<file path="src/rtl/io_map_pkg.sv">
// I/O page address map shared by the input and output port blocks, plus debounce defaults.
package io_map_pkg;

  // Word indexes (addr[7:2]) on the output page.
  localparam logic [5:0] ADDR_OUT_PORT0 = 6'b100000;
  localparam logic [5:0] ADDR_OUT_PORT1 = 6'b100001;
  localparam logic [5:0] ADDR_OUT_LEDS  = 6'b100010;

  // Word indexes (addr[7:2]) on the input page.
  localparam logic [5:0] ADDR_IN_PORT0  = 6'b110000;
  localparam logic [5:0] ADDR_IN_PORT1  = 6'b110001;
  localparam logic [5:0] ADDR_IN_KEYS   = 6'b110010;
  localparam logic [5:0] ADDR_IN_EDGE   = 6'b110011;
  localparam logic [5:0] ADDR_IN_STATUS = 6'b110100;

  localparam int unsigned DB_CYCLES_DEFAULT = 50000;
  localparam int unsigned DB_W_DEFAULT      = 16;

  // Cycles after reset before key edges may be captured; covers sync fill and prime load.
  localparam logic [2:0] WARM_DONE = 3'd4;

endpackage

</file>
<file path="src/rtl/io_input_port_if.sv">
// CPU-side I/O load bus: byte address, load strobe and returned read data.
interface io_input_port_if;
  logic [31:0] addr;
  logic        read_io_enable;
  logic [31:0] io_read_data;

  modport master (output addr, output read_io_enable, input io_read_data);
  modport slave  (input addr, input read_io_enable, output io_read_data);
endinterface

</file>
<file path="src/rtl/io_debounce.sv">
// Per-key two-flop synchroniser with optional stable-count debounce (IO_INPUT_DEBOUNCE_EN).
module io_debounce
  import io_map_pkg::*;
#(
  parameter int unsigned DB_CYCLES = DB_CYCLES_DEFAULT,
  parameter int unsigned DB_W      = DB_W_DEFAULT
) (
  input  logic io_clk,
  input  logic reset,
  input  logic key_raw,
  output logic key_db_c
);

  logic sync1_q, sync1_d;
  logic sync2_q, sync2_d;

  always_comb begin
    sync1_d = key_raw;
    sync2_d = sync1_q;
  end

  always_ff @(posedge io_clk) begin
    if (reset) begin
      sync1_q <= 1'b0;
      sync2_q <= 1'b0;
    end else begin
      sync1_q <= sync1_d;
      sync2_q <= sync2_d;
    end
  end

`ifdef IO_INPUT_DEBOUNCE_EN
  localparam logic [DB_W-1:0] CNT_LAST = DB_W'(DB_CYCLES - 1);

  logic [DB_W-1:0] cnt_q, cnt_d;
  logic            acc_q, acc_d;
  logic [1:0]      prime_q, prime_d;

  // After reset the accepted value tracks the sync output directly, so a key
  // held through reset is accepted without a debounce-delayed 0->1 change.
  always_comb begin
    cnt_d   = '0;
    acc_d   = acc_q;
    prime_d = prime_q;
    if (prime_q != 2'd3) begin
      prime_d = prime_q + 2'd1;
      acc_d   = sync2_q;
    end else if (sync2_q != acc_q) begin
      if (cnt_q == CNT_LAST) acc_d = ~acc_q;
      else                   cnt_d = cnt_q + DB_W'(1);
    end
  end

  always_ff @(posedge io_clk) begin
    if (reset) begin
      cnt_q   <= '0;
      acc_q   <= 1'b0;
      prime_q <= 2'd0;
    end else begin
      cnt_q   <= cnt_d;
      acc_q   <= acc_d;
      prime_q <= prime_d;
    end
  end

  assign key_db_c = acc_q;
`else
  localparam int unsigned UNUSED_DB_CFG = DB_CYCLES + DB_W;

  assign key_db_c = sync2_q;
`endif

endmodule

</file>
<file path="src/rtl/io_input_port.sv">
// Memory-mapped input port: synced switches, debounced keys (IO_INPUT_DEBOUNCE_EN), edge capture, irq.
module io_input_port
  import io_map_pkg::*;
#(
  parameter int unsigned NKEYS     = 4,
  parameter int unsigned DB_CYCLES = DB_CYCLES_DEFAULT,
  parameter int unsigned DB_W      = DB_W_DEFAULT
) (
  input  logic              io_clk,
  input  logic              reset,
  io_input_port_if.slave    bus,
  input  logic [31:0]       in_port0,
  input  logic [31:0]       in_port1,
  input  logic [NKEYS-1:0]  key_in,
  output logic              key_irq
);

  logic [NKEYS-1:0] key_db_c;

  for (genvar i = 0; i < NKEYS; i++) begin : g_key
    io_debounce #(
      .DB_CYCLES (DB_CYCLES),
      .DB_W      (DB_W)
    ) u_debounce (
      .io_clk   (io_clk),
      .reset    (reset),
      .key_raw  (key_in[i]),
      .key_db_c (key_db_c[i])
    );
  end

  logic [31:0]      p0_s1_q, p0_s1_d, p0_s2_q, p0_s2_d;
  logic [31:0]      p1_s1_q, p1_s1_d, p1_s2_q, p1_s2_d;
  logic [NKEYS-1:0] key_prev_q, key_prev_d;
  logic [NKEYS-1:0] cap_q, cap_d;
  logic [2:0]       warm_q, warm_d;
  logic [31:0]      rd_data_q, rd_data_d;
  logic             key_irq_q, key_irq_d;

  logic [5:0]       sel_c;
  logic [NKEYS-1:0] edge_c;
  logic             clr_c;
  logic             unused_addr_bits_c;

  assign unused_addr_bits_c = ^{bus.addr[31:8], bus.addr[1:0]};

  // Read decode, edge detect and read-to-clear capture.
  always_comb begin
    p0_s1_d    = in_port0;
    p0_s2_d    = p0_s1_q;
    p1_s1_d    = in_port1;
    p1_s2_d    = p1_s1_q;
    key_prev_d = key_db_c;
    warm_d     = (warm_q == WARM_DONE) ? warm_q : warm_q + 3'd1;
    sel_c      = bus.addr[7:2];
    edge_c     = (warm_q == WARM_DONE) ? (key_db_c & ~key_prev_q) : '0;
    clr_c      = bus.read_io_enable && (sel_c == ADDR_IN_EDGE);
    // The read returns every set bit, so clearing all of them is exact; new edges still land.
    cap_d      = (clr_c ? '0 : cap_q) | edge_c;
    key_irq_d  = |cap_d;
    rd_data_d  = rd_data_q;
    if (bus.read_io_enable) begin
      case (sel_c)
        ADDR_IN_PORT0:  rd_data_d = p0_s2_q;
        ADDR_IN_PORT1:  rd_data_d = p1_s2_q;
        ADDR_IN_KEYS:   rd_data_d = 32'(key_db_c);
        ADDR_IN_EDGE:   rd_data_d = 32'(cap_q);
        ADDR_IN_STATUS: rd_data_d = {30'b0, key_irq_q, |key_db_c};
        default:        rd_data_d = 32'h0;
      endcase
    end
  end

  always_ff @(posedge io_clk) begin
    if (reset) begin
      p0_s1_q    <= '0;
      p0_s2_q    <= '0;
      p1_s1_q    <= '0;
      p1_s2_q    <= '0;
      key_prev_q <= '0;
      cap_q      <= '0;
      warm_q     <= '0;
      rd_data_q  <= '0;
      key_irq_q  <= 1'b0;
    end else begin
      p0_s1_q    <= p0_s1_d;
      p0_s2_q    <= p0_s2_d;
      p1_s1_q    <= p1_s1_d;
      p1_s2_q    <= p1_s2_d;
      key_prev_q <= key_prev_d;
      cap_q      <= cap_d;
      warm_q     <= warm_d;
      rd_data_q  <= rd_data_d;
      key_irq_q  <= key_irq_d;
    end
  end

  assign bus.io_read_data = rd_data_q;
  assign key_irq          = key_irq_q;

endmodule

</file>
<file path="src/flat_wrapper.sv">
// flat-port wrapper written by rule: the top's interface ports become plain ports
module io_input_port_flat import io_map_pkg::*;
#(
  parameter int unsigned NKEYS     = 4,
  parameter int unsigned DB_CYCLES = DB_CYCLES_DEFAULT,
  parameter int unsigned DB_W      = DB_W_DEFAULT
)
  (io_clk, reset, in_port0, in_port1, key_in, key_irq, bus_addr, bus_read_io_enable, bus_io_read_data);
  io_input_port_if bus_i ();
  input  logic io_clk;
  input  logic reset;
  input  logic [31:0] in_port0;
  input  logic [31:0] in_port1;
  input  logic [NKEYS-1:0] key_in;
  output logic key_irq;
  input wire logic [$bits(bus_i.addr)-1:0] bus_addr;
  input wire logic [$bits(bus_i.read_io_enable)-1:0] bus_read_io_enable;
  output wire logic [$bits(bus_i.io_read_data)-1:0] bus_io_read_data;
  assign bus_i.addr = bus_addr;
  assign bus_i.read_io_enable = bus_read_io_enable;
  assign bus_io_read_data = bus_i.io_read_data;
  io_input_port #(.NKEYS(NKEYS), .DB_CYCLES(DB_CYCLES), .DB_W(DB_W)) u_core (.io_clk(io_clk), .reset(reset), .bus(bus_i), .in_port0(in_port0), .in_port1(in_port1), .key_in(key_in), .key_irq(key_irq));
endmodule
</file>
<file path="config.mk">
export PLATFORM = sky130hd
export DESIGN_NAME = io_input_port_flat
export DESIGN_NICKNAME = d
export VERILOG_FILES = /design/src/rtl/io_map_pkg.sv /design/src/rtl/io_input_port_if.sv /design/src/rtl/io_debounce.sv /design/src/rtl/io_input_port.sv /design/src/flat_wrapper.sv
export SDC_FILE = /design/constraint.sdc
export NUM_CORES = 1
export LEC_CHECK = 0
export ABC_AREA = 0
export BUFFER_PORTS_ARGS = -buffer_cell sky130_fd_sc_hd__buf_4
export CAP_MARGIN = 40
export CELL_PAD_IN_SITES_DETAIL_PLACEMENT = 1
export CELL_PAD_IN_SITES_GLOBAL_PLACEMENT = 1
export CORE_MARGIN = 4
export CORE_UTILIZATION = 40
export DETAILED_ROUTE_END_ITERATION = 16
export PLACE_DENSITY_LB_ADDON = 0.1
export SLEW_MARGIN = 20
export SYNTH_ARGS = -nofsm -noshare
export SYNTH_HDL_FRONTEND = slang
export SYNTH_SLANG_ARGS = --single-unit
export TNS_END_PERCENT = 100
</file>
<file path="constraint.sdc">
create_clock -name io_clk -period 1.43 [get_ports io_clk]
set_input_delay 0.0715 -clock io_clk [delete_from_list [all_inputs] [get_ports io_clk]]
set_output_delay 0.0715 -clock io_clk [all_outputs]
set_load 0.03 [all_outputs]
</file>
==> results of run 1 <==
==> tightest hold or removal path: cells and delay by family <==
kind            cells  cell delay, ns
compound gates      1            0.11
simple gates        2            0.09
buf+inv             1            0.13
==> cell usage in the layout, fill, tap and decap left out, types with 4 or more instances in the layout <==
cell type / Yosys / layout
sky130_fd_sc_hd__dfxtp_1: 180 / 180
sky130_fd_sc_hd__mux2i_1: 30 / 30
sky130_fd_sc_hd__dlygate4sd3_1: 0 / 73
sky130_fd_sc_hd__nand2_1: 33 / 33
sky130_fd_sc_hd__nand3_1: 5 / 5
sky130_fd_sc_hd__clkbuf_16: 0 / 17
sky130_fd_sc_hd__o21ai_1: 20 / 20
sky130_fd_sc_hd__buf_4: 2 / 113
sky130_fd_sc_hd__nand2b_1: 4 / 4
sky130_fd_sc_hd__o2bb2ai_1: 4 / 4
sky130_fd_sc_hd__nor2b_1: 142 / 142
sky130_fd_sc_hd__nor2_1: 9 / 7
sky130_fd_sc_hd__clkinv_2: 0 / 6
sky130_fd_sc_hd__o21ai_0: 8 / 8
==> power groups by stage <==
| stage | Combinational [W] | Clock [W] | Sequential [W] |
|---|---|---|---|
| final | 0.000742 | 0.00475 | 0.00527 |
| after global routing | 0.000815 | 0.00509 | 0.00529 |
| after CTS | 0.000737 | 0.00486 | 0.00527 |
| after detailed placement | 0.000575 | 0 | 0.00538 |
| after global placement | 0.000555 | 0 | 0.00537 |
| after floorplan | 0.000312 | 0 | 0.00536 |
==> cells by family (layout without fill, tap and decap cells) <==
group | count (synthesis) | count (layout) | synth area share [%]
compound gates | 44 | 44 | 4.70
flops | 180 | 180 | 64.8
simple gates | 202 | 202 | 21.3
fa+ha+maj | 2 | 2 | 0.450
xor+xnor | 1 | 1 | 0.157
mux | 32 | 32 | 6.21
buf+inv | 29 | 224 | 2.45
==> through the flow <==
stage | utilization [%] | hold slack (ns)
2_1_floorplan | - | 0.200
3_3_place_gp | 48.9 | 0.282
3_5_place_dp | 48.9 | 0.289
4_1_cts | 58.8 | 0.0147
5_1_grt | 58.9 | 0.0454
6_report | 58.9 | 0.0331
==> what timing repair did <==
item | in CTS | in global routing
hold buffers | 73 | 0
endpoints found under the setup margin | 0 | 2
gates resized for setup | 0 | 2
buffers inserted | 0 | 0
endpoints found under the hold margin | 78 | 0
==> Yosys cell counts, drive strengths merged <==
cell type  instances  area share, %
nor3b              1           0.34
or4                1           0.13
o2bb2ai            4           0.63
inv                3           0.20
dfxtp            180             65
or2                1           0.11
xnor2              1           0.16
nand2             34            2.4
nand4              2           0.22
mux4               2           0.81
nor2b            142             16
nand3              5           0.45
clkbuf            18            1.2
o21ai             28            2.5
a21o               2           0.29
nand3b             1           0.36
ha                 2           0.45
nor4               1           0.11
o2111ai            2           0.31
o211ai             2           0.27
nand2b             4           0.45
mux2i             30            5.4
nor2               9           0.61
nor3               1          0.090
a31oi              1           0.11
buf                8            1.0
a41oi              1           0.16
a21oi              3           0.27
o31ai              1           0.13
==> registers in the layout, summed over array words and instances (netlist names) <==
name,cells
u_core.bus.io_read_data,32
u_core.cap_q,4
u_core.g_key.u_debounce.key_db_c,4
u_core.g_key.u_debounce.sync1_q,4
u_core.key_irq,1
u_core.key_prev_q,4
u_core.p0_s1_q,32
u_core.p0_s2_q,32
u_core.p1_s1_q,32
u_core.p1_s2_q,32
u_core.warm_q,3
==> layout make-up <==
| type | count | area (um^2) | area share [%] |
|---|---|---|---|
| clock inverters | 13 | 155 | 1.96 |
| clock buffers | 19 | 453 | 5.72 |
| inverters | 3 | 11.3 | 0.142 |
| well taps | 176 | 220 | 2.78 |
| multi-input cells | 281 | 1840 | 23.2 |
| flip-flops and latches | 180 | 3600 | 45.5 |
| repair buffers | 189 | 1640 | 20.7 |
==> worst paths after layout <==
check	startpoint	end
min reg2reg	u_core.p0_s1_q[0]$_SDFF_PP0_	u_core.p0_s2_q[0]$_SDFF_PP0_
max reg2reg	u_core.warm_q[0]$_SDFFE_PP0N_	u_core.key_irq$_SDFF_PP0_
min	bus_read_io_enable	u_core.bus.io_read_data[3]$_SDFFE_PP0P_
max	u_core.warm_q[0]$_SDFFE_PP0N_	u_core.key_irq$_SDFF_PP0_
==> layer usage <==
| layer | GRT usage, % | up-vias |
|---|---|---|
| met3 | 5.08 | 21 |
| met2 | 29.6 | 88 |
| met1 | 19.0 | 1801 |
| li1 | - | 1943 |
| met5 | 0 | - |
| met4 | 7.00 | 0 |
==> flow_summary.yaml, run 1 <==
routing:
  met2_wire_len_um: 6520
  routed_wl_um: 12600
  wl_per_cell_um: 14.6
  antenna_viol_nets_final: 0
  dr_wl_met3_um: 601
  detail_route.wirelength.met1_um: 5240
  number_of_iterations_in_the_first_detailed_routing_pass: 4
  route.top_layer_used: "met4"
  route.detailed.drc: 0
  drt_iter0_drc: 188
  ratio_of_routed_vias_to_standard_cells: 4.48
  detailroute.via_count: 3853
synthesis:
  synth_cell_types: 34
  synth.yosys.warnings: 0
  synth_cells: 490
  synthesis.area_per_instance_um2: 11.4
  synth.ff_latch_count: 180
  mapped_area_um2: 5560
  number_of_nets_in_the_synthesized_netlist: 595
  synth-seq-area-share_pct: 64.8
grt:
  grt_util_all_layers_pct: 16.8
  grt_antenna_before_repair: 0
  grt_pass1_wl_um: 20900
  grt_pass1_vias: 4166
  overflow: 0
  grt_max_degree: 64
place:
  place.gp.congestion: 0.758
  number_of_buffers_added_on_ports: 109
  placed_cells: 756
  pre_cts_slack_ns: 0.0271
  dpl.hpwl_um: 7490
  post_detailed_placement_cell_area_um2: 6580
die:
  ioPinCount: 136
  die_area_um2: 15900
  std_cell_rows: 42
  start_util_pct: 41.4
  chipWidth_um: 126
  floorplan_die_height_um: 126
  core_area_um2: 13500
layout:
  nNetsFinal: 777
  number_of_filler_instances_in_the_final_layout: 1406
  layoutNonFillerInstCount: 861
  final_area_um2: 7920
  layout-area-overhead-vs-synth_pct: 42.3
  final_layout_size_suffix_gt1_share_pct: 22.9
  final_antenna_diode_count: 0
setup_path:
  end_kind: "register"
  critical_path_data_required_time_ns: 1.80
  timing.critical_path.fanout_max: 5
  cp_cell_instances: "inv_1 > ha_1 > nand2_1 > or2_4 > a41oi_1 > a21o_2"
  type_of_the_setup_path_with_the_least_slack: "register to register"
  start_kind: "register"
  timing.critical_path.max_delay_family: "simple AND/OR/NAND/NOR gates"
  slowest_stage: "sky130_fd_sc_hd__dfxtp_1"
  reg2reg_setup_slack_ns: 0.10
  cp_slowest_stage_delay_ns: 0.34
  path_depth: 6
  crit_arrival_ns: 1.70
  worst-r2r-cell-count: 6
  timing.critical_path.buf_inv: 1
clock_network:
  cts_sinks: 180
  tritoncts: "yes"
  clk-insertion-delay-late_ns: 0.43
  clockBufferDepth: 2
  ctsHtreeMaxLevel: 4
  worst_path_clk_slew_ns: 0.06
  number_of_cts_inserted_buffers: 17
  clock_tree.root_cell: "sky130_fd_sc_hd__clkbuf_16"
power_and_ir_drop:
  irDropWorstVdd_mv: 1.03
  power_switching_share_pct: 21.0
  power.total_w: 0.0108
  power.share.clock_pct: 44.1
  internal_power_w: 0.00850
  cellLeakagePower_nw: 3.36
  power.density_cell_area_nw_per_um2: 1360
  power_frac_comb_pct: 6.9
  power.switching_w: 0.00226
  seq_power_share_pct: 49.0
timing:
  timing.slew.headroom_pct: 69.0
  worst_pin_slew_ns: 0.463
  achievable-frequency_ghz: 0.753
  timing.final.max_slew_violations: 0
  final.setup.tns_ns: 0
  rsz0062_at_grt: "false"
  hold_viol_final: 0
  timing.final.crit_share_pct: 92.9
  layout_min_cycle_time_ns: 1.33
  finalSetupViolations: 0
  setup_slack_ns: 0.102
  fin_skew_ns: 0.0118
min_path:
  whs_path_depth: 4
  tightest_hold_check_type: "primary input to register"
job:
  maxCapViolations: 0
status:
  outcome: "completed"
Note: power is estimated with default switching activity, not from simulation.
==> inputs of run 2 (changes only) <==
PLACE_DENSITY = 0.74   (was not set)
PLACE_DENSITY_LB_ADDON = not set   (was 0.1)
TNS_END_PERCENT = 50   (was 100)
==> run 2 against run 1 <==
- sequential power is essentially flat
- hold slack gained 0.062 ns
- routed wire length grew 1.2%
- global-route usage shrank 0.58 points
- core utilization shrank 0.60 points
==> flow_summary.yaml, run 2 (synthesis gave the netlist of run 1 again) <==
status:
  outcome: "completed"
timing:
  achievable-frequency_ghz: 0.738
  final.setup.tns_ns: 0
  timing.slew.headroom_pct: 60.6
  timing.final.max_slew_violations: 0
  timing.final.crit_share_pct: 94.8
  finalSetupViolations: 0
  layout_min_cycle_time_ns: 1.36
  setup_slack_ns: 0.0747
  worst_pin_slew_ns: 0.591
  fin_skew_ns: 0.00585
  hold_viol_final: 0
grt:
  overflow: 0
  grt_pass1_wl_um: 20400
  grt_max_degree: 83
  grt_util_all_layers_pct: 16.3
  grt_pass1_vias: 4194
  grt_antenna_before_repair: 0
setup_path:
  start_kind: "primary input"
  type_of_the_setup_path_with_the_least_slack: "primary input to register"
  cp_cell_instances: "dlygate4sd3_1 > buf_4 > nor3b_4 > buf_4 > a31oi_1 > o2bb2ai_1"
  timing.critical_path.max_delay_family: "buffers and inverters"
  slowest_stage: "sky130_fd_sc_hd__dlygate4sd3_1"
  timing.critical_path.fanout_max: 6
  end_kind: "register"
  cp_slowest_stage_delay_ns: 0.54
  critical_path_data_required_time_ns: 1.77
  crit_arrival_ns: 1.69
  critPathMostFrequentCell: "sky130_fd_sc_hd__buf_4"
  timing.critical_path.buf_inv: 3
routing:
  antenna_viol_nets_final: 0
  wl_per_cell_um: 14.9
  detailroute.via_count: 3869
  ratio_of_routed_vias_to_standard_cells: 4.51
  number_of_iterations_in_the_first_detailed_routing_pass: 4
  routed_wl_um: 12700
  route.detailed.drc: 0
  drt_iter0_drc: 143
layout:
  nNetsFinal: 776
  layout-area-overhead-vs-synth_pct: 40.9
  most-common-layout-cells: "180 x sky130_fd_sc_hd__dfxtp_1, 142 x sky130_fd_sc_hd__nor2b_1, 115 x sky130_fd_sc_hd__buf_4"
  final_area_um2: 7840
  final_antenna_diode_count: 0
  layoutNonFillerInstCount: 858
  most_common_cell_after_layout_fill_and_taps_aside: "sky130_fd_sc_hd__dfxtp_1"
  final_layout_size_suffix_gt1_share_pct: 22.7
  number_of_filler_instances_in_the_final_layout: 1403
clock_network:
  ctsHtreeMaxLevel: 4
  worst_path_clk_slew_ns: 0.06
  number_of_cts_inserted_buffers: 17
  clock_tree.root_cell: "sky130_fd_sc_hd__clkbuf_16"
  clockBufferDepth: 2
  tritoncts: "yes"
  clk-insertion-delay-late_ns: 0.42
  cts_sinks: 180
power_and_ir_drop:
  internal_power_w: 0.00811
  power_switching_share_pct: 20.9
  seq_power_share_pct: 51.4
  power.share.clock_pct: 41.5
  irDropWorstVdd_mv: 0.841
  power_frac_comb_pct: 7.1
  cellLeakagePower_nw: 3.30
  power.density_cell_area_nw_per_um2: 1310
  power.switching_w: 0.00214
place:
  number_of_buffers_added_on_ports: 109
  dpl.hpwl_um: 7560
  place.gp.congestion: 0.757
  placed_cells: 754
  post_detailed_placement_cell_area_um2: 6540
  pre_cts_slack_ns: 0.0579
die:
  floorplan_die_height_um: 126
  chipWidth_um: 126
  die_area_um2: 15900
  std_cell_rows: 42
  core_area_um2: 13500
  ioPinCount: 136
  start_util_pct: 41.4
min_path:
  tightest_hold_check_type: "primary input to register"
job:
  maxCapViolations: 0
[run 2: path summary, 6_finish.rpt]
kind                                       from                                 endpoint  slack [ns]  depth (start not counted)
setup / recovery             bus_read_io_enable               u_core.cap_q[2]$_SDFF_PP0_        0.07                          6
hold / removal                      bus_addr[3]  u_core.bus.io_read_data[0]$_SDFFE_PP0P_         0.1                          4
setup reg to reg  u_core.warm_q[0]$_SDFFE_PP0N_                u_core.key_irq$_SDFF_PP0_        0.09                          6
hold reg to reg   u_core.p0_s1_q[17]$_SDFF_PP0_            u_core.p0_s2_q[17]$_SDFF_PP0_        0.44                          1
[run 2: final cells by class]
class / instances / area, um^2 / share of cell area (%)
Sequential cell: 180 / 3600 / 46.0
Multi-Input combinational cell: 281 / 1850 / 23.6
Timing Repair Buffer: 188 / 1610 / 20.6
Clock buffer: 21 / 460 / 5.87
Tap cell: 176 / 220 / 2.81
Clock inverter: 9 / 80.1 / 1.02
Inverter: 3 / 11.3 / 0.144
[run 2: per-layer routing]
layer  part of all wire (%)  vias up  GRT usage (%)
met3                    3.4       20           3.68
met1                     40     1841           17.6
met4                    1.8        0           6.94
met2                     55       72           30.3
met5                      0        -              0
li1                       -     1936              -
[run 2: worst reg2reg max path: stages, from the launching register on]
cell	delay [ns]
sky130_fd_sc_hd__dfxtp_1	0.34
sky130_fd_sc_hd__inv_1	0.06
sky130_fd_sc_hd__ha_1	0.20
sky130_fd_sc_hd__nand2_1	0.13
sky130_fd_sc_hd__or2_4	0.28
sky130_fd_sc_hd__a41oi_2	0.17
sky130_fd_sc_hd__a21o_2	0.11
[run 2: what timing repair did]
action	in CTS	in global routing
gates resized for setup	0	4
endpoints found under the setup margin	0	7
hold endpoints to repair	74	0
hold buffers	71	0
setup buffers	0	3
[run 2: power by group through the flow]
stage	clock network (W)	logic, W	registers, W
6_report	0.00425	0.000727	0.00527
5_1_grt	0.00458	0.000796	0.00529
4_1_cts	0.00437	0.000719	0.00527
3_5_place_dp	0	0.000559	0.00538
3_3_place_gp	0	0.000541	0.00537
2_1_floorplan	0	0.000312	0.00536
[run 2: through the flow]
stage / total power, W / hold WS, ns / util, %
final: 0.0103 / 0.0956 / 58.3
after global routing: 0.0107 / 0.114 / 58.3
after CTS: 0.0104 / 0.0636 / 57.9
after detailed placement: 0.00594 / 0.288 / 48.6
after global placement: 0.00591 / 0.282 / 48.6
after floorplan: 0.00568 / 0.200 / -
==> inputs of run 3 (changes only) <==
CORE_MARGIN = not set   (was 4)
==> run 3 against run 2 <==
- combinational power down 0.6%
- hold slack worse by 0.054 ns
- largest power group unchanged
- critical endpoint is now u_core.key_irq$_SDFF_PP0_
- clock power up 9.9%
- cell count down 0.23%
- routed wire length down 1.0%
- highest routed layer unchanged
- clock skew up 0.00056 ns
- register-to-register slack about the same
- first-iteration DRC count down 20%
- critical path depth unchanged
- non-clock buffer count down 4
- sequential cell count unchanged
==> flow_summary.yaml, run 3 (synthesis gave the netlist of run 1 again) <==
setup_path:
  crit_arrival_ns: 1.70
  critical_path_data_required_time_ns: 1.79
  start_kind: "register"
  timing.critical_path.fanout_max: 5
  type_of_the_setup_path_with_the_least_slack: "register to register"
  end_kind: "register"
die:
  die_area_um2: 14400
  ioPinCount: 136
  std_cell_rows: 42
  floorplan_die_height_um: 120
  core_area_um2: 13400
  start_util_pct: 41.5
  chipWidth_um: 120
clock_network:
  clockBufferDepth: 2
  clk-insertion-delay-late_ns: 0.42
  worst_path_clk_slew_ns: 0.06
  number_of_cts_inserted_buffers: 17
  clock_tree.root_cell: "sky130_fd_sc_hd__clkbuf_16"
  tritoncts: "yes"
  ctsHtreeMaxLevel: 4
  cts_setup_buffers: 0
  cts_sinks: 180
timing:
  final.setup.tns_ns: 0
  hold_viol_final: 0
  timing.slew.headroom_pct: 71.8
  achievable-frequency_ghz: 0.750
  timing.final.crit_share_pct: 93.3
  worst_pin_slew_ns: 0.421
  rsz0062_at_grt: "false"
  finalSetupViolations: 0
  layout_min_cycle_time_ns: 1.33
  timing.final.max_slew_violations: 0
  fin_skew_ns: 0.00641
layout:
  nNetsFinal: 772
  most-common-layout-cells: "180 x sky130_fd_sc_hd__dfxtp_1, 142 x sky130_fd_sc_hd__nor2b_1, 114 x sky130_fd_sc_hd__buf_4"
  layout-area-overhead-vs-synth_pct: 41.2
  final_layout_size_suffix_gt1_share_pct: 22.9
  final_antenna_diode_count: 0
  most_common_cell_after_layout_fill_and_taps_aside: "sky130_fd_sc_hd__dfxtp_1"
routing:
  antenna_viol_nets_final: 0
  detailroute.via_count: 3874
  routed_wl_um: 12600
  wl_per_cell_um: 14.7
  ratio_of_routed_vias_to_standard_cells: 4.53
  drt_iter0_drc: 115
  number_of_iterations_in_the_first_detailed_routing_pass: 4
  route.detailed.drc: 0
grt:
  grt_util_all_layers_pct: 18.3
  grt_max_degree: 84
  grt_pass1_vias: 4138
  grt_pass1_wl_um: 19800
  grt_antenna_before_repair: 0
  overflow: 0
place:
  dpl.hpwl_um: 7370
  number_of_buffers_added_on_ports: 109
  place.gp.congestion: 0.710
power_and_ir_drop:
  cellLeakagePower_nw: 3.32
  irDropWorstVdd_mv: 0.867
  power.total_w: 0.0107
  power.density_cell_area_nw_per_um2: 1360
status:
  outcome: "completed"
job:
  maxCapViolations: 0
min_path:
  tightest_hold_check_type: "primary input to register"
## run 3: changes by cell type in the layout (fill, tap and decap cells not counted), moves of 2 or more
cell	before	now
sky130_fd_sc_hd__clkinv_2	5	2
sky130_fd_sc_hd__clkinv_4	1	4
sky130_fd_sc_hd__dlygate4sd3_1	71	68
sky130_fd_sc_hd__clkbuf_8	2	4
## run 3: what timing repair did
action / CTS / global route
resized for setup: 1 / 1
hold buffers: 68 / 0
hold endpoints to repair: 68 / 0
endpoints found under the setup margin: 1 / 1
## run 3: path summary, 6_finish.rpt
path,slack [ns],cells past startpoint,end,from
min reg2reg,0.44,1,u_core.g_key[1].u_debounce.key_db_c$_SDFF_PP0_,u_core.g_key[1].u_debounce.sync1_q$_SDFF_PP0_
max reg2reg,0.1,6,u_core.key_irq$_SDFF_PP0_,u_core.warm_q[0]$_SDFFE_PP0N_
min,0.04,4,u_core.bus.io_read_data[0]$_SDFFE_PP0P_,bus_read_io_enable
max,0.1,6,u_core.key_irq$_SDFF_PP0_,u_core.warm_q[0]$_SDFFE_PP0N_
## run 3: metal layers
| layer | vias to the layer above | global-route usage, % | part of all wire (%) |
|---|---|---|---|
| met2 | 90 | 33.9 | 54 |
| met5 | - | 0 | 0 |
| met4 | 0 | 10.5 | 3.1 |
| met1 | 1827 | 18.8 | 40 |
| li1 | 1930 | - | - |
| met3 | 27 | 4.13 | 3.0 |
## run 3: critical path, stage by stage (launching register included)
cell and delay (ns):
sky130_fd_sc_hd__dfxtp_1 0.34, sky130_fd_sc_hd__inv_1 0.07, sky130_fd_sc_hd__ha_1 0.18, sky130_fd_sc_hd__nand2_1 0.12
sky130_fd_sc_hd__or2_4 0.27, sky130_fd_sc_hd__a41oi_2 0.18, sky130_fd_sc_hd__a21o_2 0.12
## run 3: cell type report
| class | count | area [um^2] |
|---|---|---|
| fill | 1419 | 5550 |
| sequential | 180 | 3600 |
| multi-input combinational | 281 | 1840 |
| timing repair buffer | 184 | 1580 |
| clock buffer | 22 | 484 |
| tap | 176 | 220 |
| clock inverter | 10 | 121 |
| inverter | 3 | 11.3 |
## run 3: through the flow
step	hold WS [ns]	setup WS (ns)	util (%)	std cells	cell area [um^2]
finish	0.0415	0.0964	58.6	856	7850
global route	0.0250	0.0581	58.6	856	7850
CTS	0.0172	0.0367	58.6	856	7850
detailed placement	0.288	0.0226	48.9	756	6560
global placement	0.281	0.129	48.9	756	6560
floorplan	0.200	0.180	-	490	5560
## run 3: report_power, final
| part | switching (W) | internal, W |
|---|---|---|
| registers | 0.0000599 | 0.00521 |
| clock network | 0.00190 | 0.00277 |
| logic | 0.000287 | 0.000435 |
